--- config.mk ---
export PLATFORM = sky130hd
export DESIGN_NAME = irq_encoder_8to3
export DESIGN_NICKNAME = d
export VERILOG_FILES = /design/src/rtl/enc_pkg.sv /design/src/rtl/prio_enc8.sv /design/src/rtl/irq_encoder_8to3.sv
export SDC_FILE = /design/constraint.sdc
export NUM_CORES = 1
export LEC_CHECK = 0
export CAP_MARGIN = 40
export CORE_MARGIN = 3
export CORE_UTILIZATION = 30
export DETAILED_ROUTE_END_ITERATION = 8
export PLACE_DENSITY = 0.68
export RECOVER_POWER = 25
export SLEW_MARGIN = 20
export SYNTH_ARGS = -nofsm -noshare
export SYNTH_HDL_FRONTEND = slang
export SYNTH_SLANG_ARGS = --single-unit
--- constraint.sdc ---
create_clock -name clk -period 1.5 [get_ports clk]
set_input_delay 0.15 -clock clk [delete_from_list [all_inputs] [get_ports clk]]
set_output_delay 0.15 -clock clk [all_outputs]
set_load 0.01 [all_outputs]
--- src/rtl/enc_pkg.sv ---
// Shared constants and state type for the 8-to-3 registered priority event encoder.
package enc_pkg;

    localparam int unsigned N_REQ = 8;
    localparam int unsigned IDX_W = 3;

    typedef enum logic [0:0] {
        IDLE,
        PRESENT
    } state_e;

endpackage

--- src/rtl/prio_enc8.sv ---
// Combinational lowest-set-bit priority encoder: bit 0 has the highest priority.
module prio_enc8
    import enc_pkg::*;
(
    input  logic [N_REQ-1:0] vec_i,
    output logic [IDX_W-1:0] idx_o,
    output logic             any_o
);

    // Scan from the top down so the lowest set bit is the last to overwrite idx_o.
    always_comb begin
        idx_o = '0;
        any_o = |vec_i;
        for (int i = N_REQ - 1; i >= 0; i--) begin
            if (vec_i[i]) begin
                idx_o = IDX_W'(i);
            end
        end
    end

endmodule

--- src/rtl/irq_encoder_8to3.sv ---
// Registered 8-to-3 priority event encoder with rising-edge capture and valid/ack handshake.
// Optional feature: define ENC_MASK_EN to add the per-line eligibility mask port.
module irq_encoder_8to3
    import enc_pkg::*;
(
    input  logic             clk,
    input  logic             rst,
    input  logic             en,
    input  logic [N_REQ-1:0] req,
    input  logic             ack,
`ifdef ENC_MASK_EN
    input  logic [N_REQ-1:0] mask,
`endif
    output logic             valid,
    output logic [IDX_W-1:0] idx,
    output logic [N_REQ-1:0] pending,
    output logic             ovf
);

    state_e           state_q, state_d;
    logic [IDX_W-1:0] idx_q, idx_d;
    logic [N_REQ-1:0] req_q, req_d;
    logic [N_REQ-1:0] pending_q, pending_d;
    logic             ovf_q, ovf_d;

    logic [N_REQ-1:0] rise;
    logic [N_REQ-1:0] clr;
    logic [N_REQ-1:0] elig;
    logic [IDX_W-1:0] enc_idx;
    logic             enc_any;

    // Only eligible pending lines compete for presentation; masked lines still capture.
`ifdef ENC_MASK_EN
    assign elig = pending_q & ~mask;
`else
    assign elig = pending_q;
`endif

    prio_enc8 u_prio_enc8 (
        .vec_i (elig),
        .idx_o (enc_idx),
        .any_o (enc_any)
    );

    // Edge capture, acknowledge clear and overflow detection; a new rise beats a clear.
    always_comb begin
        req_d = req;
        rise  = req & ~req_q;
        clr   = '0;
        if (state_q == PRESENT && ack) begin
            clr[idx_q] = 1'b1;
        end
        pending_d = (pending_q & ~clr) | rise;
        ovf_d     = |(rise & pending_q & ~clr);
    end

    // Handshake FSM: idx is latched on entry to PRESENT and held until acknowledged.
    always_comb begin
        state_d = state_q;
        idx_d   = idx_q;
        unique case (state_q)
            IDLE: begin
                if (en && enc_any) begin
                    idx_d   = enc_idx;
                    state_d = PRESENT;
                end
            end
            PRESENT: begin
                if (ack) begin
                    state_d = IDLE;
                end
            end
            default: state_d = IDLE;
        endcase
    end

    // State registers; reset clears everything immediately, including a handshake in flight.
    always_ff @(posedge clk or posedge rst) begin
        if (rst) begin
            state_q   <= IDLE;
            idx_q     <= '0;
            req_q     <= '0;
            pending_q <= '0;
            ovf_q     <= 1'b0;
        end else begin
            state_q   <= state_d;
            idx_q     <= idx_d;
            req_q     <= req_d;
            pending_q <= pending_d;
            ovf_q     <= ovf_d;
        end
    end

    assign valid   = (state_q == PRESENT);
    assign idx     = idx_q;
    assign pending = pending_q;
    assign ovf     = ovf_q;

endmodule

==> results of run 1 <==
-- final cells by class --
type	instances	area [um2]	share of cell area (%)
inverter	7	26.3	1.77
timing repair buffer	53	444	30.0
multi-input combinational	53	409	27.6
tap	31	38.8	2.62
clock buffer	3	22.5	1.52
clock inverter	1	7.51	0.506
sequential	21	534	36.0
-- cell families (layout without fill, tap and decap cells) --
group	Yosys count	count (layout)	synth area share, %
simple gates	35	35	19.9
flops	21	21	59.6
buf+inv	7	64	2.98
compound gates	18	18	17.6
-- worst register-to-register path: cells and delay by family, from the launching register on --
family | cells | cell delay (ns)
AOI/OAI and AO/OA | 2 | 0.51
buffers and inverters | 1 | 0.08
DFF | 1 | 0.44
and+or+nand+nor | 1 | 0.36
-- per-layer routing --
layer / vias up / GRT usage (%) / share of wire (%)
met3: 2 / 5.40 / 7.3
met5: - / 0 / 0
met1: 390 / 16.0 / 41
met2: 31 / 24.1 / 51
li1: 402 / - / -
met4: 0 / 1.90 / 0.38
-- layout by cell type (no fill, tap or decap), types with 2 or more instances in the layout --
master	count
a21oi_1	2
buf_4	28
clkbuf_4	3
clkdlybuf4s50_1	8
dfrtp_1	14
dfrtp_2	7
dlygate4sd2_1	8
dlygate4sd3_1	8
inv_1	5
inv_2	2
nand2_1	12
nand2_2	2
nand2b_1	8
nand3_1	2
nor2_1	4
o21ai_1	3
o22ai_1	2
o311ai_1	2
o41ai_4	2
-- flip-flops by register name (all words and copies together) (netlist names) --
register  flops
idx           3
ovf           1
pending       8
req_q         8
valid         1
-- power breakdown --
group / leakage [nW] / switching [W] / internal [W]
logic: 0.434 / 0.000216 / 0.000274
clock network: 0.0139 / 0.000183 / 0.000102
registers: 0.221 / 0.0000661 / 0.000627
-- through the flow --
stage	cells	instance area [um2]
final	169	1480
after detailed placement	158	1330
after global placement	158	1330
after global routing	169	1480
after floorplan	81	882
after CTS	166	1400
-- timing repair --
action / 4_1_cts / 5_1_grt
gates resized for setup: 15 / 13
setup buffers: 4 / 3
gates cloned: 0 / 0
endpoints found under the setup margin: 13 / 9
pin swaps: 0 / 5
hold endpoints to repair: 0 / 0
-- how the worst min path moves through the flow --
stage	start	endpoint	slack [ns]	cells past startpoint
6_report	req[0]	req_q[0]	0.41	1
5_1_grt	req[0]	req_q[0]	0.40	1
4_1_cts	rst	req_q[0]	0.15	3
3_5_place_dp	rst	req_q[0]	0.51	3
3_3_place_gp	rst	req_q[0]	0.50	3
2_1_floorplan	rst	idx[0]	0.13	1
==> reports/results.ini, run 1 <==
[clocking]
clkSinkCount=21
clock_path_buffers=2
clock_latency_ns=0.31
cts_tree=built
path_clk_slew_ns=0.13
hold_buffers=0
clockRootBuffer=clkbuf_4
htreeDepth=1
cts_buffers=3

[synth]
synthArstFlopShare_pct=100
syn-cell-area_um2=882
syn_nets=93
synthCells=81
ys_ff_latch=21
synth_cell_type_count=26
synth_ff_type=dfrtp_1
yosysSeqAreaShare_pct=59.6
ys_top_cells_by_count=dfrtp_1, nand2_1, nand2b_1, inv_1, nor2_1
yosys.area.top_type=dfrtp_1
synth.most_common_cell=dfrtp_1
synthTopCellsByArea=dfrtp_1, nand2_1, nand2b_1
syn_area_per_cell_um2=10.9
synth_top_area_share_pct=59.6
synth_warnings=0
synth_edf_count=0

[setup_path]
rr_endpoint=ovf
crit_cells=4
worst-path-max-fanout=4
path_class=reg2reg
r2r-start=valid
r2r_setup_slack_ns=0.004
worstSetupEndpoint=ovf
worst_path_max_delay_cell=dfrtp_2
reg2reg_depth=4
cp.required_ns=1.71
arrival_ns=1.70
crit_chain=inv_2 -> o41ai_4 -> o22ai_1 -> or3_1
cp-end-kind=register
critPathBufInv=1
cp_top_family=compound AO/OA/AOI/OAI gates
worstSetupStartpointType=register
max_stage_delay_ns=0.44
startpoint=valid

[grt]
grt_max_degree=22
antenna_found_initial=0
grtUsageTotal_pct=13.7
grt_pass1_vias=824
grt-ovfl-total=0
grt_pass1_wl_um=3570

[routing]
firstDrtPassIters=4
drt-total-wl_um=2380
drtIter0Drc=13
avgRoutedWirePerCell_um=14.1
vias=825
drtAntennaViolNets=0
drc=0
routed_via_density=4.88

[timing]
setup_viol=0
layout_setup_ws_ns=0.00361
fin_skew_ns=0.00880
fin_crit_sh_pct=99.8
hold_viol=0
slew-limit-headroom_pct=25.1
clock.fmax_mhz=668
min_period_ns=1.50
worst_pin_slew_ns=1.12
rsz0062_at_grt=true
tns_ns=0
report.final.slew_viol_count=0
hold_ws_ns=0.413

[run]
cap_violations=0

[final_layout]
area_growth_pct=68.1
finish.utilization_pct=53.3
fillers=249
final_net_count=151
diodes=0
drive_above_1_share_pct=38.4

[power_and_ir_drop]
p_leak_nw=0.669
cellPowerDensity_mw_per_mm2=990
p_total_w=0.00147
vdd.ir_drop.worst_mv=1.09

[place]
numPortBuffers=24
pre_cts_ws_ns=-0.282
dp_hpwl_um=1700
globalplace.congestion=0.819

[die]
core_mm2=0.00278
start_util_pct=31.7
io_pins=25
rows=19
dieWidth_um=60.2
die_y_um=60.2
die_area_mm2=0.00363

[hold_path]
hold_path.class=in2reg

[outcome]
outcome=completed

Note: power is estimated with default switching activity, not from simulation.
==> run 2: changes to the inputs <==
- SETUP_SLACK_MARGIN: not set -> 0.15
==> run 2 against run 1 <==
  * The run now ends with setup timing left
  * Combinational power rose by 4%
  * Die area did not move
  * Sequential share of layout area fell by 0.59 points
  * Critical endpoint unchanged
  * Largest power group unchanged
==> reports/results.ini, run 2 (synthesized netlist as in run 1, its figures left out) <==
[place]
globalplace.congestion=0.816
numPortBuffers=24
dp_hpwl_um=1630
numPlacedInstances=157

[grt]
grtUsageTotal_pct=14.8
grt-ovfl-total=0
grt_max_degree=22
antenna_found_initial=0
grt_pass1_vias=837
grt_pass1_wl_um=3870

[clocking]
clkSinkCount=21
clock_path_buffers=2
htreeDepth=1
clock_latency_ns=0.31
clockRootBuffer=clkbuf_4
path_clk_slew_ns=0.12
cts_tree=built
cts_buffers=3
hold_buffers=0

[final_layout]
drive_above_1_share_pct=39.0
stdcell_count=172
layout_common_cells=buf_4, dfrtp_1, nand2_1
fillers=247
layout_commonest_cell=buf_4
diodes=0
area_growth_pct=70.1
finish.utilization_pct=53.9
final_net_count=154

[setup_path]
max_stage_delay_ns=0.48
cp-end-kind=register
worstSetupStartpointType=register
crit_chain=buf_6 -> o41ai_4 -> o22ai_1 -> or3_1
arrival_ns=1.76
cp.required_ns=1.70
worst_path_max_delay_cell=dfrtp_2
critPathBufInv=1
cp_top_family=flip-flops
path_class=reg2reg
worst-path-max-fanout=6

[timing]
report.final.slew_viol_count=0
fin_crit_sh_pct=104
worst_pin_slew_ns=1.11
clock.fmax_mhz=640
tns_ns=-0.0631
layout_setup_ws_ns=-0.0631
fin_skew_ns=0.000767
rsz0062_at_grt=true
slew-limit-headroom_pct=25.7
setup_viol=1
min_period_ns=1.56
hold_viol=0

[die]
core_mm2=0.00278
rows=19
die_y_um=60.2
start_util_pct=31.7
die_area_mm2=0.00363
dieWidth_um=60.2
io_pins=25

[power_and_ir_drop]
vdd.ir_drop.worst_mv=0.855
cellPowerDensity_mw_per_mm2=984
p_leak_nw=0.662

[routing]
drtIter0Drc=23
wl_met1_um=999
drt-total-wl_um=2430
vias=822
wl_met3_um=173
firstDrtPassIters=4
drc=0
top_layer_used=met4
avgRoutedWirePerCell_um=14.1
drtAntennaViolNets=0
met2_length_um=1210
routed_via_density=4.78

[run]
cap_violations=0

[outcome]
violations=setup timing
outcome=complete, but fails checks

[hold_path]
hold_path.class=in2reg

[run 2: path summary, 6_finish.rpt]
| check | start | endpoint | slack [ns] | cells after the start |
|---|---|---|---|---|
| max reg2reg | idx[0] | ovf | -0.06 | 4 |
| max in group asynchronous | rst | idx[1] | 0.16 | 3 |
| max | idx[0] | ovf | -0.06 | 4 |
| min in group asynchronous | rst | req_q[4] | 0.61 | 3 |
| min | req[0] | req_q[0] | 0.42 | 1 |
| min reg2reg | req_q[0] | pending[0] | 0.52 | 2 |
[run 2: stage by stage]
stage               cell area [um2]  power (W)  setup WS, ns  hold WS (ns)
global route                   1500    0.00156        -0.115         0.405
detailed placement             1320    0.00111        -0.296         0.499
finish                         1500    0.00148       -0.0631         0.418
global placement               1320    0.00110        -0.269         0.496
CTS                            1460    0.00145       -0.0446         0.149
floorplan                       882   0.000839        0.0175         0.127
[run 2: layout make-up]
type                       count  area [um2]  area share [%]
clock inverter                 1        7.51           0.500
tap                           31        38.8            2.59
inverter                       7        28.8            1.92
clock buffer                   3        22.5            1.50
multi-input combinational     53         393            26.2
sequential                    21         532            35.4
timing repair buffer          56         478            31.9
[run 2: layer usage]
layer | vias up | GRT usage [%]
li1 | 403 | -
met1 | 379 | 19.1
met2 | 34 | 23.9
met3 | 6 | 4.54
met4 | 0 | 3.80
met5 | - | 0
[run 2: report_power, final]
| part | switching (W) | leakage (nW) | internal (W) |
|---|---|---|---|
| registers | 0.0000564 | 0.221 | 0.000627 |
| clock network | 0.000183 | 0.0139 | 0.000102 |
| logic | 0.000224 | 0.427 | 0.000284 |
| total | 0.000463 | 0.662 | 0.00101 |
[run 2: repair_timing]
action / in CTS / in global routing
setup endpoints to repair: 18 / 13
buffers inserted: 11 / 0
gates resized for setup: 26 / 18
pin swaps: 4 / 1
==> run 3: changes to the inputs <==
- HOLD_SLACK_MARGIN: not set -> 0.03
==> results of run 3 <==
No change in the layout: final DEF, timing and power equal those of run 2.
